### src/rtl/operand_stack.sv
// Operand stack with registered top/next-on-stack views and sticky fault trap.
// Entries live in a flat array; tos/nos are kept in flops so reads never wait on memory.
module operand_stack #(
    parameter  int WIDTH = 64,
    parameter  int DEPTH = 16,
    localparam int CW    = $clog2(DEPTH + 1),
    localparam int AW    = $clog2(DEPTH)
) (
    input  logic             clk,
    input  logic             reset,
    input  logic [2:0]       op,
    input  logic             op_valid,
    output logic             op_ready,
    input  logic [WIDTH-1:0] wr_data,
    output logic [WIDTH-1:0] tos,
    output logic [WIDTH-1:0] nos,
    output logic [CW-1:0]    count,
    output logic             empty,
    output logic [2:0]       trap
);

    typedef enum logic [2:0] {
        OP_NOP   = 3'd0,
        OP_PUSH  = 3'd1,
        OP_POP   = 3'd2,
        OP_BINOP = 3'd3,
        OP_UNOP  = 3'd4,
        OP_CLEAR = 3'd5
    } op_e;

    localparam logic [2:0] TRAP_NONE  = 3'd0;
    localparam logic [2:0] TRAP_OVER  = 3'd1;
    localparam logic [2:0] TRAP_UNDER = 3'd2;
    localparam logic [2:0] TRAP_ILL   = 3'd3;

    logic [WIDTH-1:0] mem [DEPTH];

    logic [CW-1:0]    count_q, count_d;
    logic [WIDTH-1:0] tos_q, tos_d;
    logic [WIDTH-1:0] nos_q, nos_d;
    logic [2:0]       trap_q, trap_d;
    logic             ready_q, ready_d;

    logic             accept;
    logic             we;
    logic [AW-1:0]    waddr;
    logic [CW-1:0]    idx1, idx2, idx3;
    logic [WIDTH-1:0] below_nos;

    assign idx1 = count_q - CW'(1);
    assign idx2 = count_q - CW'(2);
    assign idx3 = count_q - CW'(3);

    // Entry that becomes nos when two slots drop off the top view.
    assign below_nos = (count_q >= CW'(3)) ? mem[idx3[AW-1:0]] : '0;

    // Next-state decode for one accepted op; faults leave all state untouched.
    always_comb begin
        accept  = op_valid && ready_q;
        count_d = count_q;
        tos_d   = tos_q;
        nos_d   = nos_q;
        trap_d  = trap_q;
        we      = 1'b0;
        waddr   = count_q[AW-1:0];
        if (accept) begin
            unique case (op)
                OP_NOP: ;
                OP_PUSH: begin
                    if (count_q == CW'(DEPTH)) begin
                        trap_d = TRAP_OVER;
                    end else begin
                        we      = 1'b1;
                        waddr   = count_q[AW-1:0];
                        count_d = count_q + CW'(1);
                        nos_d   = tos_q;
                        tos_d   = wr_data;
                    end
                end
                OP_POP: begin
                    if (count_q == '0) begin
                        trap_d = TRAP_UNDER;
                    end else begin
                        count_d = idx1;
                        tos_d   = nos_q;
                        nos_d   = below_nos;
                    end
                end
                OP_BINOP: begin
                    if (count_q < CW'(2)) begin
                        trap_d = TRAP_UNDER;
                    end else begin
                        we      = 1'b1;
                        waddr   = idx2[AW-1:0];
                        count_d = idx1;
                        tos_d   = wr_data;
                        nos_d   = below_nos;
                    end
                end
                OP_UNOP: begin
                    if (count_q == '0) begin
                        trap_d = TRAP_UNDER;
                    end else begin
                        we    = 1'b1;
                        waddr = idx1[AW-1:0];
                        tos_d = wr_data;
                    end
                end
                OP_CLEAR: begin
                    count_d = '0;
                    tos_d   = '0;
                    nos_d   = '0;
                end
                default: trap_d = TRAP_ILL;
            endcase
        end
        ready_d = (trap_d == TRAP_NONE);
    end

    // Control and view registers; ready rises on the first edge after reset.
    always_ff @(posedge clk or negedge reset) begin
        if (!reset) begin
            count_q <= '0;
            tos_q   <= '0;
            nos_q   <= '0;
            trap_q  <= TRAP_NONE;
            ready_q <= 1'b0;
        end else begin
            count_q <= count_d;
            tos_q   <= tos_d;
            nos_q   <= nos_d;
            trap_q  <= trap_d;
            ready_q <= ready_d;
        end
    end

    // Entry storage; stale contents are harmless since count bounds every read.
    always_ff @(posedge clk) begin
        if (we) begin
            mem[waddr] <= wr_data;
        end
    end

    assign op_ready = ready_q;
    assign tos      = tos_q;
    assign nos      = nos_q;
    assign count    = count_q;
    assign empty    = (count_q == '0);
    assign trap     = trap_q;

endmodule

### config.mk
export PLATFORM = sky130hd
export DESIGN_NAME = operand_stack
export DESIGN_NICKNAME = d
export VERILOG_FILES = /design/src/rtl/operand_stack.sv
export SDC_FILE = /design/constraint.sdc
export NUM_CORES = 1
export LEC_CHECK = 0
export BUFFER_PORTS_ARGS = -buffer_cell sky130_fd_sc_hd__buf_2
export CAP_MARGIN = 20
export CORE_MARGIN = 5
export CORE_UTILIZATION = 40
export DETAILED_ROUTE_END_ITERATION = 12
export SLEW_MARGIN = 20
export SYNTH_ARGS = -nofsm -noshare
export SYNTH_HDL_FRONTEND = slang
export SYNTH_SLANG_ARGS = --single-unit
### constraint.sdc
create_clock -name clk -period 15.3 [get_ports clk]
set_input_delay 0 -clock clk [delete_from_list [all_inputs] [get_ports clk]]
set_output_delay 0 -clock clk [all_outputs]
set_load 0.01 [all_outputs]
---- Word level (Yosys, flattened, before mapping) ----
Memory sizes are Yosys's and may differ from the RTL's.
Index checks and enable logic that the tools add are counted.
storage, ports and cells
  RAM bits ................................ 1024
  bits in registers ....................... 137
  output and inout port bits .............. 138
  memories ................................ 1
  input port bits ......................... 70
cells by class
  add/sub/neg operators ................... 4
  reductions and logical operators ........ 10
  muxes and demuxes ....................... 30
  $lt $le $gt $ge ......................... 2
  equal/unequal tests ..................... 10
memory list
  name  depth  bits a word  rd ports  clocked after Yosys merged registers in  wr ports  line  source
  mem   16     64           1         0                                        1         36    logic [WIDTH-1:0] mem [DEPTH];
operators with widths
  kind                 count
  $mux 64              8
  $pmux 64 s5          1
  $pmux 64 s4          1
  $pmux 5 s4           1
  $mux 5               3
  $mux 3               4
  $mux 4               3
  $pmux 3 s4           1
  $ne 2x2->1 const B   4
  $pmux 4 s2           1
  $sub 4x2->4 const B  2
  $eq 3x2->1 const B   2
  $eq 3x3->1 const B   2
  $logic_not 3->1      2
  $mux 1               6
  $reduce_and 6->1     1
  $add 5x1->5 const B  1
  $eq 5x5->1 const B   1
  $ge 5x2->1 const B   1
  $logic_not 5->1      1
  $lt 5x2->1 const B   1
  $reduce_and 5->1     1
  $reduce_bool 5->1    1
  $sub 5x1->5 const B  1
  5 further kinds      6

---- Longest topological paths before layout ----
  depth after elaboration ................. 6
  depth in mapped cells ................... 14

---- Least setup slack after synthesis ----
Ideal clock, no wire load.
  path kind ............................... register -> register
  from .................................... register count_q[0], in the netlist count[0]
  to ...................................... memory mem[14][0] (enable)
  cell stages (with the launch flop) ...... 13
  slack ................................... 9496 ps
  period minus slack after synthesis ...... 5804 ps
  arrival ................................. 5311 ps
  data required time ...................... 14807 ps
  path through ............................ dfrtp_1 clkbuf_1 buf_2 buf_2 inv_1 ha_1 or4b_4 buf_6 clkinv_8 nor4_1 a2111oi_4 o21ai_1 nor2b_1
between the ends
  cells in the longest elaborated chain, start to end .. 6
RTL lines
  item                          line  source
  from (decl)                   38    logic [CW-1:0] count_q, count_d;
  from (signal assigned)        129   count_q <= count_d;
  $logic_not 5->1 *             n/a
  net empty                     18    output logic empty,
  $mux 1                        101   if (count_q == '0) begin
  $pmux 1 s3                    67    unique case (op)
  $mux 1                        66    if (accept) begin
  $mux 1                        139   if (we) begin
  $mux 1 (implied by the code)  140   mem[waddr] <= wr_data;
  to (decl)                     36
Mark *: on every way through the listed nets, which the timed path passes. The rest lies on a longest branch.

---- Worst setup path in the final report ----
  from .................................... register count_q[0], in the netlist count[0]
  to ...................................... memory mem[0][4] (enable)
between the ends
  cells in the longest elaborated chain, start to end .. 6
RTL lines
  item                                line         source
  $lt 5x2->1 (tied with other cells)  90           if (count_q < CW'(2)) begin
  $mux 1 (on tied branches)           90, 101, 70
  $pmux 1 s3                          67
  $mux 1                              66
  $mux 1                              139
  $mux 1 (implied by the code)        140
Several ways; a longest one is shown, not always the timed one.

==> results.md <==
- Status: completed
- Final ANT Viol Nets: 0
- Remaining DRCs: 0
- Cell count after synthesis: 2,370
- Die Wd: 348.6 um
- Synth cell types: 70
- DRT iter0 DRCs: around 2,400
- Htree depth: 3
- Pin count of the biggest net entering global routing: 132
- Starting Density: 0.4022
- Wirelength, routed: 116,900 um
- CP arrival: between 5000 and 6000 ps
- Worst-path fanout max: 57
- Num ports: 208
- Final Hold Fails: 0
- Max Cap Viol: 0
- Skew final: 28.17 ps
- Post-synthesis sequential area ratio: 0.7452
- # clock sinks: between 1,000 and 1,500
- Final Max Tran Viols: 0
- Fillers: 9,533
- Clk_lat worst skew: around 700 ps
- Hold Crit Class: input port to flip-flop
- Main synth FF type: edfxtp_1
- Setup Total Neg Slack: 0 ps
- Initial antenna violation count: 1
- Vias: 24,520
- Hold_buf cts: between 70 and 80
- Routed wire per std cell: 27.36 um
- Layout cells sized above 1: 0.2619
- Overall routing resource usage: 0.1904
- Die height: between 300 and 400 um
- Die area: 121,500 um^2
- I/O Buffers: 207
- Drt first pass iters: 5
- Final cycle utilization of the critical path: 0.3339
- Num CTS Buffers: 118
- # rows: 124
- Pwr Density: 182.5 nW/um^2
- Fmax: 195.8 MHz
- Core area: 114,000 um^2
- RSZ-0062 raised after global routing: no
- Fin Hold WS: roughly 260 ps
- Tmin final: 5108 ps
- Root buf cell: clkbuf_16
- Setup violations, final: 0
- # Post-CTS Setup Buffers: 0
- Multi-input logic area: 10,650 um^2
- LEAKAGE: 18.03 nW
- WP data required: roughly 16,000 ps
- Kind of critical path: flip-flop to flip-flop
- Layout area overhead: 16.22%
- Max VDD drop: 0.1523 mV
- Seq cells post-synth: 1,161
- Ant diodes: 0
- Warnings from Yosys: 0
- Ys async rst share: 0.1180
- Final net count: 2,734
- Seq. cell area: 34,180 um^2
- Mapped Nets: 2,447
- Seq pwr share: 0.394
- Routed vias/inst: 5.737
- Total grt overflow: 0
- Clk slew on worst S/H paths: 60 ps
- EDFF count, synth: 1,024
- Net Sw Power: 0.003120 W
- Max transition margin: 0.2571
- TritonCTS clock tree: done
- Mean Syn Cell Area: 19.35 um^2
- Post-Syn Area: 45,860 um^2
- Switching Share: 0.3208
- Post-cts resize count: 0
- Global-route wire length before repair: 173,000 um
- Placer congestion estimate: 0.8028
- Internal cell power: 0.006606 W
- Clk pwr share: 0.294
- Gate power share: 0.312
- Post-DP HPWL: 63,470 um
- Startpoint types: flip-flop
- Vias in the first global route: between 20,000 and 30,000
- Slew @ Worst Pin: between 1000 and 1500 ps
- Max clock buf depth: 3
- Worst Setup End Kind: flip-flop
-- power groups by stage --
stage | Combinational [W] | Clock, W | Sequential (W)
finish | 0.00304 | 0.00286 | 0.00383
global route | 0.00326 | 0.00306 | 0.00386
CTS | 0.00309 | 0.00292 | 0.00383
detailed placement | 0.00306 | 0 | 0.00389
global placement | 0.00304 | 0 | 0.00388
floorplan | 0.00195 | 0 | 0.00391
-- worst max-delay path: stages, from the launching register on --
cell	delay [ps]
dfrtp_4	840
inv_1	290
ha_4	900
nor3_1	190
o21ai_1	340
nand4_1	450
nor2_4	890
buf_4	760
-- sequential cells by signal, summed over array words and instances (netlist names) --
register and flops:
nos 64, mem 1024, trap 3, count 5
op_ready 1, tos 64
-- placed cells by master, fill, tap and decap left out, types with 14 or more instances in the layout --
master	netlist	layout
nor2_4	0	14
clkbuf_16	0	125
a22o_1	64	64
edfxtp_1	1024	1024
a21boi_0	65	65
a211oi_1	65	65
dfrtp_1	137	136
clkbuf_1	82	33
nor2_1	87	73
o22ai_1	129	129
buf_2	44	206
clkinv_2	0	32
mux2_1	64	64
buf_4	1	21
dlygate4sd3_1	0	72
a21oi_1	74	74
mux4_2	256	256
inv_1	132	132
-- metal layers --
layer | routed length, um | global-route usage | share of wire
met2 | 56350 | 0.3077 | 0.48
met4 | 2649 | 0.05327 | 0.023
met3 | 8123 | 0.03345 | 0.069
met1 | 49790 | 0.2692 | 0.43
met5 | 13 | 0 | 0.00011
-- synthesized netlist by cell type (all sizes together) (2+ instances only) --
cell type	n	area share
edfxtp	1024	0.67
mux4	256	0.13
dfrtp	137	0.075
inv	132	0.011
o22ai	129	0.018
nor2	87	0.0071
clkbuf	82	0.0067
a21oi	74	0.0081
buf	67	0.0087
a21boi	66	0.011
a211oi	65	0.011
a22o	64	0.012
mux2	64	0.016
nand2	14	0.0016
o21ai	12	0.0013
nor3	8	0.00087
ha	7	0.0019
nand3	7	0.00098
nor2b	7	0.00095
a31oi	4	0.00055
and3b	4	0.00076
nor3b	4	0.00098
o21a	4	0.00065
o31ai	4	0.00076
or2	4	0.00055
a21o	3	0.00049
a221oi	3	0.00071
and2	3	0.00041
nand4	3	0.00055
a2111oi	2	0.00079
a221o	2	0.00044
a22oi	2	0.00033
a2bb2oi	2	0.00038
and3	2	0.00038
nand3b	2	0.00033
nor4	2	0.00027
or3b	2	0.00038
-- cell families after synthesis --
logic type               synth area share
AND/OR/NAND/NOR                   0.01711
adder cells (fa/ha/maj)          0.001910
flip-flops                         0.7452
multiplexers                       0.1414
buffers and inverters             0.02660
XOR/XNOR                        0.0001910
AO/OA/AOI/OAI                     0.06755
-- worst paths after layout --
kind                              from         end  slack, ps  depth (start not counted)
hold reg to reg                tos[23]     tos[23]        520                          1
setup reg to reg              count[0]   mem[0][4]      10190                          7
max in group asynchronous        reset    count[0]      13740                          4
setup / recovery              count[0]   mem[0][4]      10190                          7
min in group asynchronous        reset     nos[54]        310                          3
hold / removal             wr_data[21]  mem[9][21]        260                          2
-- layout make-up --
type                       instances  share of cell area
inverter                         133            0.009600
multi-input combinational        927              0.1998
clock buffer                     163             0.06230
timing repair buffer             316             0.04105
sequential                      1161              0.6413
tap                             1512             0.03549
clock inverter                    61             0.01045
-- stage by stage --
stage            util  total power (W)  instance area (um^2)  cells  worst slack, ps
2_1_floorplan       -         0.005860                 45860   2370             9496
3_3_place_gp   0.4256         0.006915                 48540   3971             9982
3_5_place_dp   0.4266         0.006952                 48650   3975            10110
4_1_cts        0.4672         0.009845                 53270   4272            10050
5_1_grt        0.4674          0.01017                 53300   4273             9816
6_report       0.4674         0.009727                 53300   4273            10190
Power figures use the tool's default switching activity.
